### config.mk
export PLATFORM = sky130hd
export DESIGN_NAME = imem_dmem_arbiter
export DESIGN_NICKNAME = d
export VERILOG_FILES = /design/src/rtl/imem_dmem_arbiter_pkg.sv /design/src/rtl/imem_dmem_arbiter_pick.sv /design/src/rtl/imem_dmem_arbiter.sv
export SDC_FILE = /design/constraint.sdc
export NUM_CORES = 1
export LEC_CHECK = 0
export ABC_AREA = 1
export CORE_MARGIN = 2
export CORE_UTILIZATION = 42
export DETAILED_ROUTE_END_ITERATION = 6
export GPL_TIMING_DRIVEN = 1
export PLACE_DENSITY = 0.93
export SETUP_SLACK_MARGIN = 0.4
export SKIP_CTS_REPAIR_TIMING = 1
export SYNTH_ARGS = -nofsm -noshare
export SYNTH_HDL_FRONTEND = slang
export SYNTH_SLANG_ARGS = --single-unit
export TNS_END_PERCENT = 50
### constraint.sdc
create_clock -name clk_i -period 2.4 [get_ports clk_i]
set_clock_uncertainty 0.2 [all_clocks]
set_input_delay 0.48 -clock clk_i [delete_from_list [all_inputs] [get_ports clk_i]]
set_output_delay 0.48 -clock clk_i [all_outputs]
set_load 0.02 [all_outputs]
### src/rtl/imem_dmem_arbiter_pkg.sv
// Shared types and constants for the instruction/data memory arbiter.
//   arb_state_e : arbiter FSM states
//   arb_owner_e : which requester owns the in-flight memory transaction
//   mem_req_t   : registered memory request fields
//   BE_WORD     : full-word byte enable used for instruction fetches
package imem_dmem_arbiter_pkg;

    // Width of the registered request fields; the arbiter's XLEN must match.
    localparam int unsigned ArbXlen = 32;

    // Starvation counter width; holds STARVE_MAX values up to 15.
    localparam int unsigned StarveW = 4;

    localparam logic [3:0] BE_WORD = 4'hF;

    typedef enum logic [1:0] {
        ArbIdle,
        ArbReq,
        ArbResp
    } arb_state_e;

    typedef enum logic [1:0] {
        OwnNone,
        OwnIf,
        OwnLsu
    } arb_owner_e;

    typedef struct packed {
        logic               we;
        logic [3:0]         be;
        logic [ArbXlen-1:0] addr;
        logic [ArbXlen-1:0] wdata;
    } mem_req_t;

endpackage

### src/rtl/imem_dmem_arbiter_pick.sv
// Combinational winner selection for the memory arbiter.
//   if_req_i     : fetch port is requesting
//   lsu_req_i    : load/store port is requesting
//   starve_cnt_i : consecutive LSU wins while fetch was waiting
//   winner_o     : selected owner (OwnNone when nobody requests)
//   starve_cnt_o : counter value to store if this arbitration is taken
module arb_pick
    import imem_dmem_arbiter_pkg::*;
#(
    parameter int unsigned STARVE_MAX = 4
) (
    input  logic               if_req_i,
    input  logic               lsu_req_i,
    input  logic [StarveW-1:0] starve_cnt_i,
    output arb_owner_e         winner_o,
    output logic [StarveW-1:0] starve_cnt_o
);

    localparam logic [StarveW-1:0] StarveMax = StarveW'(STARVE_MAX);

    logic force_if;

    assign force_if = if_req_i && (starve_cnt_i == StarveMax);

    always_comb begin
        winner_o     = OwnNone;
        starve_cnt_o = '0;
        if (lsu_req_i && !force_if) begin
            winner_o = OwnLsu;
            // LSU can only win over a waiting fetch below StarveMax, so the
            // increment never passes the saturation point.
            if (if_req_i) begin
                starve_cnt_o = starve_cnt_i + 1'b1;
            end
        end else if (if_req_i) begin
            winner_o = OwnIf;
        end
    end

endmodule

### src/rtl/imem_dmem_arbiter.sv
// Shares one single-port memory between instruction fetch (IF) and the
// load/store unit (LSU). LSU has priority; a starvation counter forces an IF
// win after STARVE_MAX consecutive LSU wins while IF waits. One outstanding
// transaction at a time.
//   clk_i, rstn_i          : clock, asynchronous active-low reset
//   if_*                   : fetch request (req/addr) and response (gnt/rvalid/rdata)
//   lsu_*                  : load/store request (req/we/be/addr/wdata) and response
//   mem_req_o..mem_wdata_o : registered request towards the memory
//   mem_gnt_i, mem_rvalid_i, mem_rdata_i : memory handshake and read data
module imem_dmem_arbiter
    import imem_dmem_arbiter_pkg::*;
#(
    parameter int unsigned XLEN       = 32,
    parameter int unsigned STARVE_MAX = 4
) (
    input  logic            clk_i,
    input  logic            rstn_i,

    input  logic            if_req_i,
    input  logic [XLEN-1:0] if_addr_i,
    output logic            if_gnt_o,
    output logic            if_rvalid_o,
    output logic [XLEN-1:0] if_rdata_o,

    input  logic            lsu_req_i,
    input  logic            lsu_we_i,
    input  logic [3:0]      lsu_be_i,
    input  logic [XLEN-1:0] lsu_addr_i,
    input  logic [XLEN-1:0] lsu_wdata_i,
    output logic            lsu_gnt_o,
    output logic            lsu_rvalid_o,
    output logic [XLEN-1:0] lsu_rdata_o,

    output logic            mem_req_o,
    output logic            mem_we_o,
    output logic [3:0]      mem_be_o,
    output logic [XLEN-1:0] mem_addr_o,
    output logic [XLEN-1:0] mem_wdata_o,
    input  logic            mem_gnt_i,
    input  logic            mem_rvalid_i,
    input  logic [XLEN-1:0] mem_rdata_i
);

    arb_state_e         state_q, state_d;
    arb_owner_e         owner_q, owner_d;
    logic [StarveW-1:0] starve_q, starve_d;
    mem_req_t           req_q, req_d;
    logic [XLEN-1:0]    if_rdata_q, lsu_rdata_q;

    logic               gnt_fire;
    logic               zero_lat;
    logic               resp_fire;
    logic               arb_en;
    logic               pick_if_req;
    logic               pick_lsu_req;
    arb_owner_e         pick_owner;
    logic [StarveW-1:0] pick_starve;

    assign gnt_fire  = (state_q == ArbReq) && mem_gnt_i;
    assign zero_lat  = gnt_fire && mem_rvalid_i;
    assign resp_fire = ((state_q == ArbResp) && mem_rvalid_i) || zero_lat;
    assign arb_en    = (state_q == ArbIdle) || resp_fire;

    // On a zero-latency completion the owner's req is still the one being
    // granted this cycle, so it must not be counted as a fresh request.
    assign pick_if_req  = if_req_i && !(zero_lat && (owner_q == OwnIf));
    assign pick_lsu_req = lsu_req_i && !(zero_lat && (owner_q == OwnLsu));

    arb_pick #(
        .STARVE_MAX (STARVE_MAX)
    ) u_arb_pick (
        .if_req_i     (pick_if_req),
        .lsu_req_i    (pick_lsu_req),
        .starve_cnt_i (starve_q),
        .winner_o     (pick_owner),
        .starve_cnt_o (pick_starve)
    );

    always_comb begin
        state_d  = state_q;
        owner_d  = owner_q;
        starve_d = starve_q;
        req_d    = req_q;

        if (gnt_fire) begin
            state_d = ArbResp;
        end

        if (arb_en) begin
            starve_d = pick_starve;
            owner_d  = pick_owner;
            unique case (pick_owner)
                OwnLsu: begin
                    state_d = ArbReq;
                    req_d   = '{we: lsu_we_i, be: lsu_be_i, addr: lsu_addr_i,
                                wdata: lsu_wdata_i};
                end
                OwnIf: begin
                    state_d = ArbReq;
                    req_d   = '{we: 1'b0, be: BE_WORD, addr: if_addr_i, wdata: '0};
                end
                default: begin
                    state_d = ArbIdle;
                end
            endcase
        end
    end

    always_ff @(posedge clk_i or negedge rstn_i) begin
        if (!rstn_i) begin
            state_q     <= ArbIdle;
            owner_q     <= OwnNone;
            starve_q    <= '0;
            req_q       <= '0;
            if_rdata_q  <= '0;
            lsu_rdata_q <= '0;
        end else begin
            state_q  <= state_d;
            owner_q  <= owner_d;
            starve_q <= starve_d;
            req_q    <= req_d;
            if (if_rvalid_o) begin
                if_rdata_q <= mem_rdata_i;
            end
            if (lsu_rvalid_o) begin
                lsu_rdata_q <= mem_rdata_i;
            end
        end
    end

    assign if_gnt_o     = gnt_fire && (owner_q == OwnIf);
    assign lsu_gnt_o    = gnt_fire && (owner_q == OwnLsu);
    assign if_rvalid_o  = resp_fire && (owner_q == OwnIf);
    assign lsu_rvalid_o = resp_fire && (owner_q == OwnLsu);

    // Read data passes straight through on the response cycle, then holds.
    assign if_rdata_o  = if_rvalid_o ? mem_rdata_i : if_rdata_q;
    assign lsu_rdata_o = lsu_rvalid_o ? mem_rdata_i : lsu_rdata_q;

    assign mem_req_o   = (state_q == ArbReq);
    assign mem_we_o    = req_q.we;
    assign mem_be_o    = req_q.be;
    assign mem_addr_o  = req_q.addr;
    assign mem_wdata_o = req_q.wdata;

endmodule

==> impl_metrics.json <==
{
  "fillCellCount": 676,
  "min_path_type": "reg2reg",
  "final_cell_area_um2": 12100,
  "grt_pass1_wl_um": 34400,
  "dp_slack_ps": -964,
  "cts_max_level": 4,
  "fin_crit_ps": 2780,
  "drc": 0,
  "finalSetupViolations": 64,
  "leakage_nw": 6.45,
  "worstPathCellList": "inv_2, nand4_4, nand2_2, inv_2, nor2_4, buf_6, inv_4, buf_12, o21ai_4, buf_2",
  "tightest_slew_ps": 557,
  "fin_hold_ws_ps": 282,
  "dieArea_um2": 15600,
  "grt_pass1_vias": 6734,
  "ir_worst_vdd_mv": 1.08,
  "fin_crit_sh": 1.16,
  "drive_above_1_share": 0.327,
  "drt_iter0_drc": 571,
  "path_buf_inv": 6,
  "violations": "setup timing",
  "finalCoreUtilization": 0.836,
  "register_area_um2": 3530,
  "hold_path_depth": 2,
  "crit_top_cell": "inv_2",
  "grt_max_degree": 56,
  "wl_per_cell_um": 21.1,
  "slowest_delay_ps": 440,
  "power_mw": 16.0,
  "routed_wl_um": 27600,
  "vias_per_cell": 5.38,
  "clockRootBuffer": "clkbuf_16",
  "firstDrtPassIters": 5,
  "grt.overflow.total": 0,
  "diodes": 0,
  "worstHoldStart": "mem_addr_o[1]$_DFFE_PN0P_",
  "ioPinCount": 277,
  "multiInputGateArea_um2": 2990,
  "required_ps": 1720,
  "cp_slowest_cell": "dfrtp_1",
  "initial_utilization": 0.426,
  "die_w_um": 125,
  "wl_met2_um": 14100,
  "max_freq_mhz": 360,
  "grt_setup_unrepaired": "yes",
  "cp_max_fo": 13,
  "yosysWarnings": 0,
  "synthCells": 749,
  "relSlewSlack": 0.629,
  "dp_cells": 1238,
  "worst_setup_path_start_kind": "register",
  "wl_met3_um": 2190,
  "clock_path_buffers": 2,
  "insertion_delay_ps": 420,
  "die_y_um": 125,
  "dp_hpwl_um": 15300,
  "outcome": "finished with violations",
  "end_kind": "output port",
  "cts_tree": "built",
  "final_nets": 1251,
  "vias": 7036,
  "crit_type": "reg2out",
  "ant_nets": 0,
  "instances_no_fill": 1307,
  "rrSetupSlack_ps": 110,
  "grt_use_total": 0.279,
  "synthDistinctLibCells": 22,
  "fin_tns_setup_ps": -19530,
  "place_congestion": 0.878,
  "ys_ff_latch": 141,
  "drv_cap": 0,
  "drt-met1-wl_um": 9650,
  "syn_area_per_cell_um2": 8.21,
  "cts.sinks": 141,
  "p_per_area_nw_per_um2": 1330,
  "cts.reportedPaths.clkPinSlew_ps": 60,
  "r2r_cells": 12,
  "reg2reg_to": "mem_wdata_o[22]$_DFFE_PN0P_",
  "critical_path_arrival_ps": 2100,
  "cp_top_family": "buffers and inverters",
  "portBuffers": 276,
  "worstHoldEndpoint": "mem_addr_o[1]$_DFFE_PN0P_",
  "startpoint": "state_q[1]$_DFFE_PN0P_",
  "final-max-slew-violation-count": 0,
  "highest_layer": "met4",
  "yosysSeqAreaShare": 0.574,
  "antenna_found_initial": 0,
  "rows": 44,
  "syn2layout_area_growth_pct": 96.0,
  "placed_cell_area_um2": 10400,
  "core_area_um2": 14400,
  "finalHoldViolations": 0,
  "synth_nets": 890,
  "syn_area_um2": 6150,
  "fin_ws_ps": -379,
  "r2r_start": "state_q[1]$_DFFE_PN0P_",
  "cts_made_buffers": 17
}
## registers in the layout, summed over array words and instances, names as in the netlist
signal       flops
state_q          2
lsu_rdata_q     32
mem_we_o         1
mem_wdata_o     32
mem_addr_o      32
mem_be_o         4
owner_q          2
if_rdata_q      32
starve_q         4
## power by group
part	switching, mW	leakage (nW)	internal [mW]
clock network	1.08	0.289	1.70
logic	4.95	4.38	4.21
registers	0.608	1.77	3.45
## metal layers
metal / vias to the layer above / track usage
met3: 131 / 0.0659
met5: - / 0
met4: 0 / 0.135
met2: 459 / 0.494
li1: 3050 / -
met1: 3396 / 0.316
## worst max-delay path by stage
stage | to | slack [ps] | cells past startpoint
global placement | if_rdata_o[11] | -900 | 10
finish | lsu_rdata_o[23] | -380 | 10
floorplan | if_rdata_o[10] | 250 | 7
CTS | if_rdata_o[11] | -970 | 10
detailed placement | if_rdata_o[11] | -960 | 10
global route | if_rdata_o[13] | -460 | 10
## final cells by class
class,count,share of cell area
timing repair buffer,380,0.348
sequential,141,0.293
multi-input combinational,445,0.248
inverter,123,0.0396
clock buffer,20,0.0379
tap,184,0.0191
clock inverter,12,0.0133
timing repair inverter,2,0.00125
## synthesized netlist by cell type, drive strengths merged
cell type / number / area [µm²]
buf: 22 / 121
ha: 2 / 25.0
nand4: 3 / 25.0
inv: 123 / 462
dfrtp: 141 / 3530
o21ai: 68 / 352
o21a: 1 / 7.51
xor2: 2 / 17.5
nand2: 253 / 950
nand3: 105 / 526
clkbuf: 18 / 67.6
o21bai: 1 / 11.3
and3: 1 / 6.26
a21oi: 3 / 30.0
nor2: 6 / 22.5
## logic make-up (layout without fill, tap and decap cells)
group	count (synthesis)	count (layout)	synth area share
and+or+nand+nor	368	368	0.249
buffers and inverters	163	537	0.106
DFF	141	141	0.574
AOI/OAI and AO/OA	73	73	0.0651
adders and majority gates	2	2	0.00407
xor gates and xnor gates	2	2	0.00285
## worst register-to-register path, delay by kind of cell (launching register included)
kind | cells | cell delay (ps)
buffers and inverters | 6 | 820
DFF | 1 | 430
AOI/OAI and AO/OA | 1 | 320
and+or+nand+nor | 5 | 410
## cell usage in the layout, fill, tap and decap left out, types with 3 or more instances in the layout
cell | netlist | routed
nand2_2 | 0 | 62
buf_2 | 16 | 5
bufinv_16 | 0 | 3
inv_1 | 119 | 115
inv_6 | 0 | 4
nor2_1 | 6 | 3
clkbuf_2 | 0 | 3
nand3_2 | 0 | 12
nand2_4 | 0 | 6
inv_2 | 4 | 5
dlymetal6s2s_1 | 0 | 46
buf_8 | 0 | 3
buf_4 | 5 | 68
clkbuf_16 | 0 | 31
clkdlybuf4s50_1 | 0 | 160
buf_6 | 0 | 62
clkinv_4 | 0 | 4
nand3_1 | 105 | 93
dfrtp_1 | 141 | 141
buf_12 | 0 | 18
nand2_1 | 253 | 185
clkinvlp_4 | 0 | 4
o21ai_4 | 1 | 65
(Power assumes the default switching activity.)
